==> config.mk <==
export PLATFORM = sky130hd
export DESIGN_NAME = fifo_rd_packer
export DESIGN_NICKNAME = d
export VERILOG_FILES = /design/src/rtl/fifo_rd_packer.sv
export SDC_FILE = /design/constraint.sdc
export NUM_CORES = 1
export LEC_CHECK = 0
export CORE_ASPECT_RATIO = 1.25
export CORE_UTILIZATION = 37
export DETAILED_ROUTE_END_ITERATION = 16
export PLACE_DENSITY = 0.56
export SETUP_SLACK_MARGIN = 0.5
export SLEW_MARGIN = 20
export SYNTH_ARGS = -nofsm -noshare
export SYNTH_HDL_FRONTEND = slang
export SYNTH_SLANG_ARGS = --single-unit
==> constraint.sdc <==
create_clock -name clk -period 6.4 [get_ports clk]
set_clock_uncertainty 0.2 [all_clocks]
set_input_delay 0.64 -clock clk [delete_from_list [all_inputs] [get_ports clk]]
set_output_delay 0.64 -clock clk [all_outputs]
set_load 0.01 [all_outputs]
==> src/rtl/fifo_rd_packer.sv <==
// fifo_rd_packer
//   Read-side consumer for a show-ahead FIFO. Pops narrow words and packs
//   PACK consecutive words into one wide beat, least significant word first.
//   Each beat goes through a 2-entry output buffer with a registered
//   valid/ready interface, so the pop decision never depends on out_ready.
//
// Ports
//   clk          single clock
//   rst          asynchronous, active-high reset
//   fifo_rdata   FIFO head word (valid while fifo_rempty=0)
//   fifo_rempty  FIFO empty flag
//   fifo_rpop    pops the FIFO head this cycle
//   flush        discards the partially assembled beat
//   out_data     head beat of the output buffer
//   out_valid    output buffer non-empty
//   out_ready    consumer accepts the head beat this cycle
//   partial      1..PACK-1 words are held in the accumulator
module fifo_rd_packer #(
    parameter int W_DATA = 16,
    parameter int PACK   = 4,
    parameter int W_OUT  = W_DATA * PACK
) (
    input  logic              clk,
    input  logic              rst,
    input  logic [W_DATA-1:0] fifo_rdata,
    input  logic              fifo_rempty,
    output logic              fifo_rpop,
    input  logic              flush,
    output logic [W_OUT-1:0]  out_data,
    output logic              out_valid,
    input  logic              out_ready,
    output logic              partial
);

    localparam int              W_CNT = (PACK > 1) ? $clog2(PACK) : 1;
    localparam logic [W_CNT-1:0] LAST = W_CNT'(PACK - 1);

    logic [W_CNT-1:0] count;
    logic [W_CNT-1:0] count_next;
    logic [W_OUT-1:0] acc;
    logic [W_OUT-1:0] beat;
    logic [W_OUT-1:0] spare;     // second buffer entry, behind out_data
    logic [1:0]       level;
    logic             at_last;
    logic             can_accept;
    logic             push;
    logic             handshake;

    // The last word of a beat may only be popped if the buffer has room;
    // earlier words are always accepted. Depends on registered state only.
    assign at_last    = (count == LAST);
    assign can_accept = !at_last || (level != 2'd2);
    assign fifo_rpop  = !fifo_rempty && can_accept && !flush && !rst;
    assign push       = fifo_rpop && at_last;
    assign handshake  = out_valid && out_ready;

    // Completed beat: stored words plus the word being popped now in the top
    // slot. Written generically so PACK=1 degenerates to the word itself.
    always_comb begin
        // NOTE: every always_comb output gets a default first so no path can
        // leave it unassigned and infer a latch.
        beat = acc;
        beat[(PACK-1)*W_DATA +: W_DATA] = fifo_rdata;
    end

    always_comb begin
        count_next = count;
        if (flush) begin
            count_next = '0;
        end else if (fifo_rpop) begin
            count_next = at_last ? '0 : count + W_CNT'(1);
        end
    end

    // Accumulator. After a flush its data is stale but harmless: every slot
    // below the top is rewritten before the next beat completes.
    always_ff @(posedge clk or posedge rst) begin
        if (rst) begin
            // NOTE: sequential state uses non-blocking assignments so every
            // register samples its inputs from before the clock edge.
            count   <= '0;
            acc     <= '0;
            partial <= 1'b0;
        end else begin
            count   <= count_next;
            partial <= (count_next != '0);
            if (fifo_rpop && !at_last) begin
                acc[count*W_DATA +: W_DATA] <= fifo_rdata;
            end
        end
    end

    // Two-entry output buffer: out_data is the head, spare the tail.
    // A push at level 2 cannot happen because can_accept blocks it.
    always_ff @(posedge clk or posedge rst) begin
        if (rst) begin
            // NOTE: both buffer entries are plain registers and are reset, so
            // out_data reads 0 and no stale beat survives a reset.
            level     <= 2'd0;
            out_valid <= 1'b0;
            out_data  <= '0;
            spare     <= '0;
        end else begin
            unique case ({push, handshake})
                2'b10: begin
                    if (level == 2'd0) begin
                        out_data <= beat;
                    end else begin
                        spare <= beat;
                    end
                    level     <= level + 2'd1;
                    out_valid <= 1'b1;
                end
                2'b01: begin
                    out_data  <= spare;
                    level     <= level - 2'd1;
                    out_valid <= (level == 2'd2);
                end
                2'b11: begin
                    // Only reachable at level 1: head leaves, new beat
                    // takes its place, level unchanged.
                    out_data <= beat;
                end
                default: begin
                end
            endcase
        end
    end

endmodule
Word-level counts from Yosys, hierarchy flattened
Cells that the tools add are included.

Output and inout bits: 67. Input bits: 21. Word-level logic and storage cells: 46. Flip-flop bits (word level): 198.

Bitwise operators: 1. Multiplexer cells: 8. Eq/ne operators: 7. Shift operators: 2. Add/subtract/negate cells: 4. Reductions and logical operators: 17.

Operators with widths (number): 64-bit one-hot mux with 3 select lines (1); 64-bit bitwise mux (1); 64-bit two-way mux (1); 16-bit by 34-bit variable shift with 64-bit output, first input constant (1); 16-bit by 34-bit indexed part select with 64-bit output (1); 6-bit negator with 34-bit output (1); 2-bit == test, second input constant (4); 1-bit logical AND (6); 2-bit two-way mux (3); 2-bit by 1-bit adder with 2-bit output, second input constant (2); 1-bit logical NOT (4); 2-bit inequality test, second input constant (2); 2-bit one-hot mux with 2 select lines (1); 2-bit AND reduction (2); 2-bit nonzero test (2); 3-bit nonzero test (1); 2-bit by 1-bit == test with 1-bit output, second input constant (1); 2-bit logical NOT (1); 1-bit one-hot mux with 2 select lines (1); 2-bit by 1-bit subtractor with 2-bit output, second input constant (1); 1-bit logical OR (1); 1-bit NOT (1).

Longest topological paths before layout
Word-level depth: 10. Depth in mapped cells: 10. Mapped depth without buffers: 7.

Least setup slack after synthesis
No wires, ideal clock.

Kind: input -> register. From: in fifo_rempty. To: reg out_data[50]. Required time: 6.075 ns. Setup time: 0.125 ns. Buffers on the path: 1. Cell stages on the path: 7. Arrival: 2.484 ns. Slack: 3.591 ns. Cell sequence: nor3_1 a21boi_2 and2_1 ha_1 mux2i_4 buf_2 mux2_2.

Word-level cells in the longest chain between the ends: 8.

RTL lines: from (decl) (RTL line 26) `input logic fifo_rempty,`; 1-bit logical NOT * (RTL line 53) `assign fifo_rpop = !fifo_rempty && can_accept && !flush && !rst;`; 1-bit logical AND * (3 in a row) (RTL line 53); net fifo_rpop (RTL line 27) `output logic fifo_rpop,`; 1-bit logical AND * (RTL line 54) `assign push = fifo_rpop && at_last;`; 2-bit == test or 2-bit by 1-bit == test with 1-bit output (tied branches) (RTL line 104) `unique case ({push, handshake})`; 2-bit inequality test (no line) or 3-bit nonzero test (tied branches); 2-bit AND reduction (no line); to (signal assigned) (RTL line 107) `out_data <= beat;`; to (signal assigned) (RTL line 115) `out_data <= spare;`; to (signal assigned) (RTL line 122) `out_data <= beat;`; to (decl) (RTL line 29) `output logic [W_OUT-1:0] out_data,`.

Mark *: on every way through the listed nets, which the timed path passes. The rest lies on a longest branch. A chain may end at the register's enable or synchronous reset.

Worst setup path after layout
From: in rst. To: reg out_data[13].

Word-level cells in the longest chain between the ends: 6.

RTL lines: from (decl) (RTL line 24) `input logic rst,`; 1-bit logical NOT (no line) *; 1-bit logical AND * (RTL line 53); 1-bit logical AND * (RTL line 54); 2-bit == test or 2-bit by 1-bit == test with 1-bit output (tied branches) (RTL line 104); 2-bit inequality test (no line) or 3-bit nonzero test (tied branches); 2-bit AND reduction (no line).

Every way passes the cells marked *; elsewhere a longest branch is shown, timed or not.

==> out/qor.yml <==
status:
  status: "complete, no violations"
hold_path:
  hold_class: "flip-flop to flip-flop"
  holdPathStages: 2
  hp-start: "spare[31]$_DFFE_PP0P_"
  hold_end: "spare[31]$_DFFE_PP0P_"
timing:
  setup_viol: 0
  period_share: 0.626
  fin_hold_ws_ns: 0.280
  hold_viol: 0
  finalSetupTns_ns: 0
  fin_crit_ns: 4.01
  fmax_mhz: 250
  rsz0062_at_grt: "false"
  worstMarginPinSlew_ns: 1.05
  finalMaxSlewViolations: 0
  relSlewSlack: 0.295
global_routing:
  antenna_found_initial: 0
  grt_usage: 0.175
  use_met1: 0.230
  grt_max_degree: 78
  grt_pass1_vias: 5437
  grt_pass1_wl_microns: 29200
  overflow: 0
  grt_util_met2: 0.293
  met3_usage: 0.0318
  grt_busiest_layer: "met2"
critical_path:
  criticalPathCategory: "input port to flip-flop"
  ff2ff_setup_slack_ns: 2.61
  critical_path.cell_chain: "clkdlybuf4s50_1, nor3_1, a21boi_2, and2_1, ha_1, mux2i_4, buf_4, mux2_2"
  crit_fanout: 41
  cpLargestDelayFamily: "buffers and inverters"
  cp-end-kind: "flip-flop"
  r2r_start: "count[0]$_DFF_PP0_"
  critPathArrivalTime_ns: 4.11
  crit_buf_inv: 2
  regToRegEndpoint: "out_data[13]$_DFFE_PP0P_"
  cpMaxStageDelayCell: "mux2i_4"
  cp-start-kind: "input port"
  reg2regPathDepth: 7
  max_stage_delay_ns: 0.78
  cp.required_ns: 6.51
  cp_num_cells: 8
route:
  avgViaCountPerCell: 4.97
  drt_pass1_iterations: 4
  antenna_left: 0
  drtIter0Drc: 340
  vias: 5252
  drc: 0
  routedWlPerCell_microns: 16.9
  drt-total-wl_microns: 17800
die:
  fp-row-count: 59
  coreArea_sq_um: 20700
  io_pins: 88
  start_util: 0.376
  floorplan.die_area_sq_um: 21700
  die_x_microns: 132
  die_h_microns: 164
pwr:
  p_per_area_nw_per_um2: 394
  vdd_drop_max_v: 0.000187
  leakage_nw: 4.27
clock_network:
  hold_buffers: 0
  clock_latency_ns: 0.42
  cts_tree: "built"
  cts_sinks: 182
  cts_buffer_depth: 2
  postCtsSetupRepairBufs: 0
  ctsResizeCount: 0
  cts_buffers: 17
  clk_pin_slew_ns: 0.06
  h-tree-depth: 4
  cts_root_buffer: "clkbuf_16"
cells_and_area:
  area_growth_pct: 21.6
  nNetsFinal: 800
  nFillCells: 1909
  seq_area_sq_um: 4550
  antenna_cells: 0
  multi_input_area_sq_um: 2870
  drive_above_1_share: 0.178
synth:
  ys_types: 30
  yosys_register_bits: 182
  netlist.top_cell.by_area: "dfrtp_1"
  avgSynthCellArea_sq_um: 11.1
  ys.flop_type: "dfrtp_1"
  synth_area_leaders: "dfrtp_1, mux2_2, o21ai_0"
  netlist_top_cells_count: "dfrtp_1, o21ai_0, nand2_1"
  synth_edf_count: 0
  syn-num-nets: 732
  syn-cell-area_sq_um: 7800
  yosys.area.top_type_share: 0.584
  netlist_instances: 703
  synth_most_common_cell: "dfrtp_1"
  synth_seq_area_share: 0.584
  postSynth.asyncResetShare: 1.00
  synth_warnings: 0
placement:
  routabilityCongestion: 0.754
  port_buffers: 87
  dpl.hpwl_microns: 11700
flow_run:
  maxCapViolations: 0
## cell families (layout without fill, tap and decap cells)
kind of cell / Yosys count / in the layout / share of synthesized area
AO/OA/AOI/OAI: 134 / 134 / 0.0879
adder cells (fa/ha/maj): 8 / 8 / 0.0128
AND/OR/NAND/NOR: 162 / 162 / 0.0963
XOR/XNOR: 3 / 3 / 0.00337
flip-flops: 182 / 182 / 0.584
buffers and inverters: 99 / 179 / 0.0507
multiplexers: 115 / 115 / 0.165
## sequential cells by signal (all words and copies together) (netlist names)
name       count
level          2
out_valid      1
partial        1
count          2
spare         64
out_data      64
acc           48
## worst max path at each step
stage	from	to	slack (ns)
finish	rst	out_data[13]$_DFFE_PP0P_	2.39
global route	flush	out_data[16]$_DFFE_PP0P_	2.14
CTS	rst	out_data[2]$_DFFE_PP0P_	2.38
detailed placement	rst	out_data[2]$_DFFE_PP0P_	1.92
global placement	rst	out_data[39]$_DFFE_PP0P_	2.13
floorplan	rst	acc[0]$_DFFE_PP0P_	0.62
## layer usage
layer	wire [microns]	up-vias
li1	-	2510
met1	8270	2627
met2	8800	101
met3	500	14
met4	247	0
met5	0	-
## worst reg2reg max path: cells and delay by family, from the launching register on
kind            cells  cell delay, ns
mux                 2            1.21
fa+ha+maj           2            0.64
buf+inv             1            0.64
flops               1            0.49
compound gates      1            0.31
simple gates        1            0.19
## area by class of cell
type	instances	area share
clock inverters	12	0.0139
repair buffers	95	0.0990
multi-input cells	422	0.303
clock buffers	19	0.0467
inverters	53	0.0215
well taps	274	0.0362
flip-flops and latches	182	0.480
## placed cells by master (no fill, tap or decap), drive strengths merged, types with 3 or more instances in the layout
cell,instances
clkinvlp,4
dfrtp,182
buf,8
nand2,114
o21ai,129
inv,53
nor2,4
and2,3
nor3b,3
clkdlybuf4s50,87
mux2i,17
clkinv,6
ha,8
nand4,32
mux2,98
clkbuf,19
## metrics by stage
stage	std cells	instance area (sq um)	utilization	worst slack (ns)	power, mW
CTS	1056	9460	0.456	2.38	3.78
global route	1057	9480	0.457	2.14	3.94
global placement	1025	8890	0.428	2.13	2.71
floorplan	703	7800	-	0.616	2.18
detailed placement	1025	8890	0.428	1.92	2.75
finish	1057	9480	0.457	2.39	3.73
## power by group
group / leakage, nW / internal [mW] / total (mW) / switching [mW]
clock network: 0.271 / 0.583 / 1.02 / 0.437
logic: 1.67 / 0.595 / 1.10 / 0.508
registers: 2.33 / 1.45 / 1.61 / 0.155
Note: power is estimated with default switching activity, not from simulation.
